File: config.mk
export PLATFORM = sky130hd
export DESIGN_NAME = uart_rx_flat
export DESIGN_NICKNAME = d
export VERILOG_FILES = /design/src/rtl/uart_rx_if.sv /design/src/rtl/uart_rx.sv /design/src/flat_wrapper.sv
export SDC_FILE = /design/constraint.sdc
export NUM_CORES = 1
export LEC_CHECK = 0
export ABC_AREA = 0
export ABC_CLOCK_PERIOD_IN_PS = 3200
export BUFFER_PORTS_ARGS = -buffer_cell sky130_fd_sc_hd__buf_2
export CAP_MARGIN = 5
export CORE_MARGIN = 10
export CORE_UTILIZATION = 33
export DETAILED_ROUTE_END_ITERATION = 7
export PLACE_DENSITY = 0.48
export SYNTH_ARGS = -nofsm -noshare
export SYNTH_HDL_FRONTEND = slang
export SYNTH_SLANG_ARGS = --single-unit
File: constraint.sdc
create_clock -name clk_i -period 3.2 [get_ports clk_i]
set_clock_uncertainty 0.2 [all_clocks]
set_input_delay 0.48 -clock clk_i [delete_from_list [all_inputs] [get_ports clk_i]]
set_output_delay 0.48 -clock clk_i [all_outputs]
set_load 0.005 [all_outputs]
File: src/rtl/uart_rx_if.sv
// uart_rx_if: serial line, per-frame configuration and received-byte outputs of uart_rx.
interface uart_rx_if #(parameter int DATA_WIDTH = 8);
  logic                  rx_in;
  logic                  par_en;
  logic                  par_typ;
  logic [5:0]            prescale;
  logic [DATA_WIDTH-1:0] p_data;
  logic                  data_valid;
  logic                  parity_error;
  logic                  stop_error;
  modport master (
    output rx_in, par_en, par_typ, prescale,
    input  p_data, data_valid, parity_error, stop_error
  );
  modport slave (
    input  rx_in, par_en, par_typ, prescale,
    output p_data, data_valid, parity_error, stop_error
  );
endinterface

File: src/rtl/uart_rx.sv
// uart_rx: oversampling UART receiver (start, DATA_WIDTH data LSB-first, optional parity, 1 stop).
// Define UART_RX_SYNC_EN to pass rx_in through a 2-flop synchronizer first.
module uart_rx #(
  parameter int DATA_WIDTH = 8
) (
  input  logic      clk_i,
  input  logic      rst_ni,
  uart_rx_if.slave  bus
);
  localparam int BW = (DATA_WIDTH > 1) ? $clog2(DATA_WIDTH) : 1;
  typedef enum logic [2:0] {IDLE, START, DATA, PARITY, STOP} state_e;
  state_e                state_q, state_d;
  logic [5:0]            edge_q, edge_d, pre_q, pre_d, half;
  logic [BW-1:0]         bit_q, bit_d;
  logic [2:0]            smp_q, smp_d;
  logic [DATA_WIDTH-1:0] shift_q, shift_d, p_data_q, p_data_d;
  logic                  par_en_q, par_en_d, par_typ_q, par_typ_d, par_bad_q, par_bad_d;
  logic                  valid_q, valid_d, perr_q, perr_d, serr_q, serr_d;
  logic                  rx, wrap, dec, maj;
`ifdef UART_RX_SYNC_EN
  logic [1:0] sync_q;
  always_ff @(posedge clk_i or negedge rst_ni)
    if (!rst_ni) sync_q <= 2'b11;
    else         sync_q <= {sync_q[0], bus.rx_in};
  assign rx = sync_q[1];
`else
  assign rx = bus.rx_in;
`endif
  assign half = {1'b0, pre_q[5:1]};
  assign wrap = edge_q == pre_q - 6'd1;
  assign dec  = edge_q == half + 6'd2;
  assign maj  = (smp_q[0] & smp_q[1]) | (smp_q[0] & smp_q[2]) | (smp_q[1] & smp_q[2]);
  always_comb begin
    smp_d    = smp_q;
    smp_d[0] = (edge_q == half - 6'd1) ? rx : smp_q[0];
    smp_d[1] = (edge_q == half)        ? rx : smp_q[1];
    smp_d[2] = (edge_q == half + 6'd1) ? rx : smp_q[2];
  end
  // The IDLE cycle that sees the line low is edge 0 of the start bit.
  always_comb begin
    state_d   = state_q;
    edge_d    = wrap ? 6'd0 : edge_q + 6'd1;
    bit_d     = bit_q;
    shift_d   = shift_q;
    pre_d     = pre_q;
    par_en_d  = par_en_q;
    par_typ_d = par_typ_q;
    par_bad_d = par_bad_q;
    p_data_d  = p_data_q;
    valid_d   = 1'b0;
    perr_d    = perr_q;
    serr_d    = serr_q;
    case (state_q)
      IDLE: begin
        edge_d = 6'd0;
        if (!rx) begin
          state_d   = START;
          edge_d    = 6'd1;
          bit_d     = '0;
          pre_d     = bus.prescale;
          par_en_d  = bus.par_en;
          par_typ_d = bus.par_typ;
          par_bad_d = 1'b0;
          perr_d    = 1'b0;
          serr_d    = 1'b0;
        end
      end
      START: begin
        if (dec && maj) begin
          state_d = IDLE;
          edge_d  = 6'd0;
        end else if (wrap) state_d = DATA;
      end
      DATA: begin
        if (dec) shift_d = {maj, shift_q[DATA_WIDTH-1:1]};
        if (wrap) begin
          bit_d = bit_q + 1'b1;
          if (bit_q == BW'(DATA_WIDTH - 1)) state_d = par_en_q ? PARITY : STOP;
        end
      end
      PARITY: begin
        if (dec) par_bad_d = maj != ((^shift_q) ^ par_typ_q);
        if (wrap) state_d = STOP;
      end
      STOP: begin
        // Leave mid-stop so a start bit right after the stop bit is caught.
        if (dec) begin
          state_d = IDLE;
          edge_d  = 6'd0;
          perr_d  = par_en_q & par_bad_q;
          serr_d  = ~maj;
          if (!(par_en_q & par_bad_q) && maj) begin
            p_data_d = shift_q;
            valid_d  = 1'b1;
          end
        end else if (wrap) begin
          state_d = IDLE;
          edge_d  = 6'd0;
        end
      end
      default: begin
        state_d = IDLE;
        edge_d  = 6'd0;
      end
    endcase
  end
  always_ff @(posedge clk_i or negedge rst_ni)
    if (!rst_ni) begin
      state_q   <= IDLE;
      edge_q    <= '0;
      bit_q     <= '0;
      smp_q     <= '0;
      shift_q   <= '0;
      pre_q     <= '0;
      par_en_q  <= 1'b0;
      par_typ_q <= 1'b0;
      par_bad_q <= 1'b0;
      p_data_q  <= '0;
      valid_q   <= 1'b0;
      perr_q    <= 1'b0;
      serr_q    <= 1'b0;
    end else begin
      state_q   <= state_d;
      edge_q    <= edge_d;
      bit_q     <= bit_d;
      smp_q     <= smp_d;
      shift_q   <= shift_d;
      pre_q     <= pre_d;
      par_en_q  <= par_en_d;
      par_typ_q <= par_typ_d;
      par_bad_q <= par_bad_d;
      p_data_q  <= p_data_d;
      valid_q   <= valid_d;
      perr_q    <= perr_d;
      serr_q    <= serr_d;
    end
  assign bus.p_data       = p_data_q;
  assign bus.data_valid   = valid_q;
  assign bus.parity_error = perr_q;
  assign bus.stop_error   = serr_q;
endmodule

File: src/flat_wrapper.sv
// flat-port wrapper written by rule: the top's interface ports become plain ports
module uart_rx_flat 
#(
  parameter int DATA_WIDTH = 8
)
  (clk_i, rst_ni, bus_rx_in, bus_par_en, bus_par_typ, bus_prescale, bus_p_data, bus_data_valid, bus_parity_error, bus_stop_error);
  uart_rx_if #(.DATA_WIDTH(DATA_WIDTH)) bus_i ();
  input  logic clk_i;
  input  logic rst_ni;
  input wire logic [$bits(bus_i.rx_in)-1:0] bus_rx_in;
  input wire logic [$bits(bus_i.par_en)-1:0] bus_par_en;
  input wire logic [$bits(bus_i.par_typ)-1:0] bus_par_typ;
  input wire logic [$bits(bus_i.prescale)-1:0] bus_prescale;
  output wire logic [$bits(bus_i.p_data)-1:0] bus_p_data;
  output wire logic [$bits(bus_i.data_valid)-1:0] bus_data_valid;
  output wire logic [$bits(bus_i.parity_error)-1:0] bus_parity_error;
  output wire logic [$bits(bus_i.stop_error)-1:0] bus_stop_error;
  assign bus_i.rx_in = bus_rx_in;
  assign bus_i.par_en = bus_par_en;
  assign bus_i.par_typ = bus_par_typ;
  assign bus_i.prescale = bus_prescale;
  assign bus_p_data = bus_i.p_data;
  assign bus_data_valid = bus_i.data_valid;
  assign bus_parity_error = bus_i.parity_error;
  assign bus_stop_error = bus_i.stop_error;
  uart_rx #(.DATA_WIDTH(DATA_WIDTH)) u_core (.clk_i(clk_i), .rst_ni(rst_ni), .bus(bus_i));
endmodule
=== Word-level counts from Yosys, hierarchy flattened ===
Index checks and enable logic that the tools add are counted.

* RAM bits: 0
* Input bits: 11
* Register bits after elaboration: 43
* Bits in latches: 0
* ROM bits: 0
* Logic and storage cells: 94
* Memories kept: 0

* Eq/ne operators: 19
* Bitwise operators: 9
* Div/mod/pow operators: 0
* Reduce and logical (&&, ||, !) cells: 16
* Add/subtract/negate cells: 6
* Multipliers: 0
* Shifts and indexed selects: 0
* Mux-type cells: 29
* $lt $le $gt $ge: 0

{| class="wikitable"
|+ Operators by type and width
! cell !! count
|-
| $mux 3 || 11
|-
| $eq 6x6->1 || 4
|-
| $mux 6 || 4
|-
| $pmux 6 s4 || 1
|-
| $pmux 3 s5 || 1
|-
| $reduce_and 3->1 || 4
|-
| $ne 2x1->1 const B || 5
|-
| $mux 1 || 8
|-
| $reduce_xor 8->1 || 1
|-
| $add 5x1->6 const B || 1
|-
| $add 5x2->6 const B || 1
|-
| $add 6x1->6 const B || 1
|-
| $eq 3x2->1 const B || 2
|-
| $eq 3x3->1 const B || 2
|-
| $eq 6x5->1 || 1
|-
| $ne 3x1->1 const B || 2
|-
| $pmux 1 s2 || 3
|-
| $pmux 3 s2 || 1
|-
| $reduce_and 6->1 || 1
|-
| $reduce_bool 2->1 || 3
|-
| $sub 5x1->6 const B || 1
|-
| $sub 6x1->6 const B || 1
|-
| $and 1x1->1 || 4
|-
| $reduce_and 2->1 || 2
|-
| 11 further kinds || 14
|}

=== Logic depth before layout (Yosys ltp) ===
* Word-level depth: 7
* Gate-level depth with buffers: 8
* Gate-level depth less buffers: 8

=== Worst setup path before layout ===
Ideal clock, no wire load.

* Kind: register to register
* Start: reg u_core.pre_q[2]
* End: reg u_core.p_data_q[0] (netlist: u_core.bus.p_data[0])
* Stages on the path, launching flop included: 9
* Period minus slack after synthesis: 2.482 ns
* Library setup time: 0.125 ns
* Path slack: 0.718 ns
* Data arrival time: 2.157 ns
* Path buffers: 1
* Cells stage by stage: dfrtp_1 > inv_1 > ha_1 > xor2_1 > nor3_1 > o2111ai_1 > nor3b_1 > buf_4 > mux2_2

* Word-level cells in the longest chain between the ends: 3

{| class="wikitable"
|+ Ends and longest elaborated chain
! item !! line !! text
|-
| from (decl) || uart_rx.sv:13 || <nowiki>logic [5:0] edge_q, edge_d, pre_q, pre_d, half;</nowiki>
|-
| from (signal assigned) || uart_rx.sv:128 || <nowiki>pre_q <= pre_d;</nowiki>
|-
| $add 5x2->6 || uart_rx.sv:31 || <nowiki>assign dec = edge_q == half + 6'd2;</nowiki>
|-
| $eq 6x6->1 || uart_rx.sv:31 ||
|-
| $reduce_and 3->1 (no source line) || n/a ||
|-
| to (signal assigned) || uart_rx.sv:132 || <nowiki>p_data_q <= p_data_d;</nowiki>
|-
| to (decl) || uart_rx.sv:16 || <nowiki>logic [DATA_WIDTH-1:0] shift_q, shift_d, p_data_q, p_data_d;</nowiki>
|}

Every way passes these cells.
A chain may end at the register's enable or synchronous reset.

=== Worst setup path after layout ===
* Start: reg u_core.pre_q[3]
* End: reg u_core.p_data_q[0] (netlist: u_core.bus.p_data[0])

The elaborated chain is that of the path after synthesis.

==> summary.md <==
| Metric | Value |
|---|---|
| Synth Area in XOR/XNOR | `12.8%` |
| Clock slew at reported path FFs | `100 ps` |
| Met3 Use GR | `2.60%` |
| Initial DRT Pass Iterations | `4` |
| Post-synth EDFFs | `0` |
| Total power | `2400 uW` |
| CTS resizes | `0` |
| Global-route usage over all layers | `9.56%` |
| Post-synthesis adder-cell area fraction | `5.51%` |
| Fmax | `354 MHz` |
| Final min period | `2830 ps` |
| Largest family of logic cells by synthesized area | `simple AND/OR/NAND/NOR gates` |
| Fin. Hold Viols | `0` |
| Hold WC Path Type | `in -> async` |
| Core area | `7250 um^2` |
| WP data arrival | `2820 ps` |
| Post-CTS Setup Inserts | `0` |
| Compound-cell area share of the yosys netlist | `10.7%` |
| Max_slew headroom | `36.7%` |
| Number of CTS-inserted buffers | `5` |
| Syn Area/Cell | `10.4 um^2` |
| Drt drc | `0` |
| Port bufs | `21` |
| Rows | `31` |
| Hold Buf Count CTS | `0` |
| Global placement routability congestion | `0.818` |
| Diode count | `0` |
| Vias in the first global route | `1714` |
| Syn Nets | `256` |
| Ys async rst share | `100%` |
| Simple-gate share of the synthesized area | `13.7%` |
| RSZ-0062 raised after global routing | `no` |
| Antenna Nets Post-Route | `0` |
| Synthesized area | `2450 um^2` |
| Avg WL per Cell | `14.5 um` |
| Worst-Margin Slew | `949 ps` |
| VDD IR max | `301 uV` |
| Dpl ws | `395 ps` |
| Initial Util | `33.8%` |
| 1st-iter DRT viols | `86` |
| Initial antenna violation count | `0` |
| Clock latency on the worst-skew pair | `310 ps` |
| GRT met2 Usage | `15.0%` |
| CP startpoint kind | `flip-flop` |
| Status | `complete, no violations` |
| Final setup fails | `0` |
| GR Overflow Total | `0` |
| Post-synthesis sequential area ratio | `43.9%` |
| Filler cells | `728` |
| PwrDens | `873 nW/um^2` |
| Area Overhead vs Synth | `12.2%` |
| Largest net degree at the start of global routing | `44` |
| Type of destination of the critical path | `flip-flop` |
| Routed WL | `5.14 mm` |
| I/O Pins | `22` |
| Yosys reg bits | `43` |
| Tcrit/Tclk final | `88.4%` |
| Die area | `11300 um^2` |
| Layout cells sized above 1 | `22.7%` |
| Synth warnings | `0` |
| DPL Wire Length | `3.72 mm` |
| Max Root-Sink Buffers | `2` |
| Final nets | `276` |
| Clock Sinks | `43` |
| CTS root buffer | `clkbuf_8` |
| Most Crowded Layer GR | `met2` |
| Mux share of post-synthesis cell area | `9.99%` |
| Met1 global-route usage | `12.5%` |
| CTS tree | `yes` |
| CTS H-tree depth | `2` |
| PnR worst setup slack | `372 ps` |
| Mapped Cells | `235` |
| Pins Over Slew Limit | `0` |
| Worst Path Max Fanout | `9` |
| Required @ worst endpoint | `3200 ps` |
| Setup TNS Final | `0 ps` |
| DIE WIDTH | `106 um` |
| Crit Path Class | `reg -> reg` |
| Ys flop type | `dfrtp_1` |
| Synth cell types | `43` |
| Vias | `1678` |
| Total leakage power | `0.00130 uW` |
| Vias per cell | `4.73` |
| DIE HEIGHT | `106 um` |
| Max-cap viol count | `0` |
| Global-route wire length before repair | `8.78 mm` |
-- through the flow --
stage | std cells | hold slack, ps | util, % | area (um^2)
floorplan | 235 | -15.6 | - | 2450
global placement | 347 | 284 | 36.7 | 2660
detailed placement | 347 | 289 | 36.7 | 2660
CTS | 355 | 149 | 38.0 | 2750
global route | 355 | 154 | 38.0 | 2750
finish | 355 | 109 | 38.0 | 2750
-- layout by cell type (no fill, tap or decap), types with 10 or more instances in the layout --
cell,instances
xor2_1,16
nor2_1,15
buf_2,21
xnor2_1,18
nand3_1,11
o21ai_0,10
dfrtp_1,43
mux2_2,19
nand2_1,23
ha_1,10
-- synthesized netlist by cell type, types with 2 or more instances --
cell type | instances | area share [%]
a21o_1 | 2 | 0.61
mux2_2 | 19 | 8.7
xnor2_1 | 18 | 6.4
buf_4 | 3 | 0.92
nor3_1 | 6 | 1.2
clkbuf_1 | 8 | 1.2
a211oi_1 | 3 | 0.92
nand2_1 | 23 | 3.5
inv_1 | 9 | 1.4
xor2_1 | 16 | 5.7
a21oi_1 | 4 | 0.82
dfrtp_1 | 43 | 44
o31a_1 | 2 | 0.71
nor2_1 | 15 | 2.3
nand3_1 | 11 | 2.2
mux2i_1 | 2 | 0.82
ha_1 | 10 | 5.1
o21ai_0 | 10 | 2.0
o211a_1 | 2 | 0.82
nor3b_1 | 3 | 0.92
a22o_1 | 2 | 0.71
nor4_1 | 3 | 0.76
-- layer usage --
| metal | wire [um] | share of wire, % |
|---|---|---|
| met5 | 0 | 0 |
| met2 | 2340 | 46 |
| met3 | 202 | 3.9 |
| met4 | 65 | 1.3 |
| met1 | 2530 | 49 |
-- sequential cells by signal, indices dropped and copies added (netlist names) --
register                 count
u_core.state_q               3
u_core.bus.p_data            8
u_core.bus.data_valid        1
u_core.bus.parity_error      1
u_core.smp_q                 3
u_core.par_bad_q             1
u_core.par_typ_q             1
u_core.shift_q               8
u_core.edge_q                6
u_core.bit_q                 3
u_core.bus.stop_error        1
u_core.pre_q                 6
u_core.par_en_q              1
-- critical path, cell delays in order, from the launching register on --
cell,delay [ps]
dfrtp_1,510
inv_1,160
ha_1,310
xor2_1,160
nor3_1,290
o2111ai_1,280
nor3b_1,250
buf_4,210
mux2_2,340
-- area by class of cell --
class | instances | area [um^2] | area share, %
Tap cell | 99 | 124 | 4.50
Sequential cell | 43 | 1080 | 39.1
Inverter | 9 | 33.8 | 1.23
Clock buffer | 5 | 68.8 | 2.50
Timing Repair Buffer | 24 | 128 | 4.63
Clock inverter | 3 | 26.3 | 0.954
Multi-Input combinational cell | 172 | 1300 | 47.1
-- path summary, 6_finish.rpt --
| check | depth (start not counted) | from | endpoint | slack, ps |
|---|---|---|---|---|
| max reg2reg | 8 | u_core.pre_q[3] | u_core.bus.p_data[0] | 370 |
| min in group clk_i | 3 | bus_prescale[5] | u_core.pre_q[5] | 160 |
| max in group asynchronous | 1 | rst_ni | u_core.edge_q[2] | 2100 |
| max | 8 | u_core.pre_q[3] | u_core.bus.p_data[0] | 370 |
| min | 1 | rst_ni | u_core.bus.p_data[4] | 110 |
| min reg2reg | 2 | u_core.bus.stop_error | u_core.bus.stop_error | 300 |
-- logic make-up (layout without fill, tap and decap cells) --
logic type               after synthesis  in the layout
flip-flops                            43             43
AND/OR/NAND/NOR                       69             69
AO/OA/AOI/OAI                         35             35
buffers and inverters                 20             41
adder cells (fa/ha/maj)               11             11
XOR/XNOR                              35             35
multiplexers                          22             22
-- where the power goes --
group	internal, uW	total [uW]	switching [uW]
sequential	676	897	221
combinational	529	1120	593
clock	162	385	222
total	1370	2400	1040
Power figures use the tool's default switching activity.
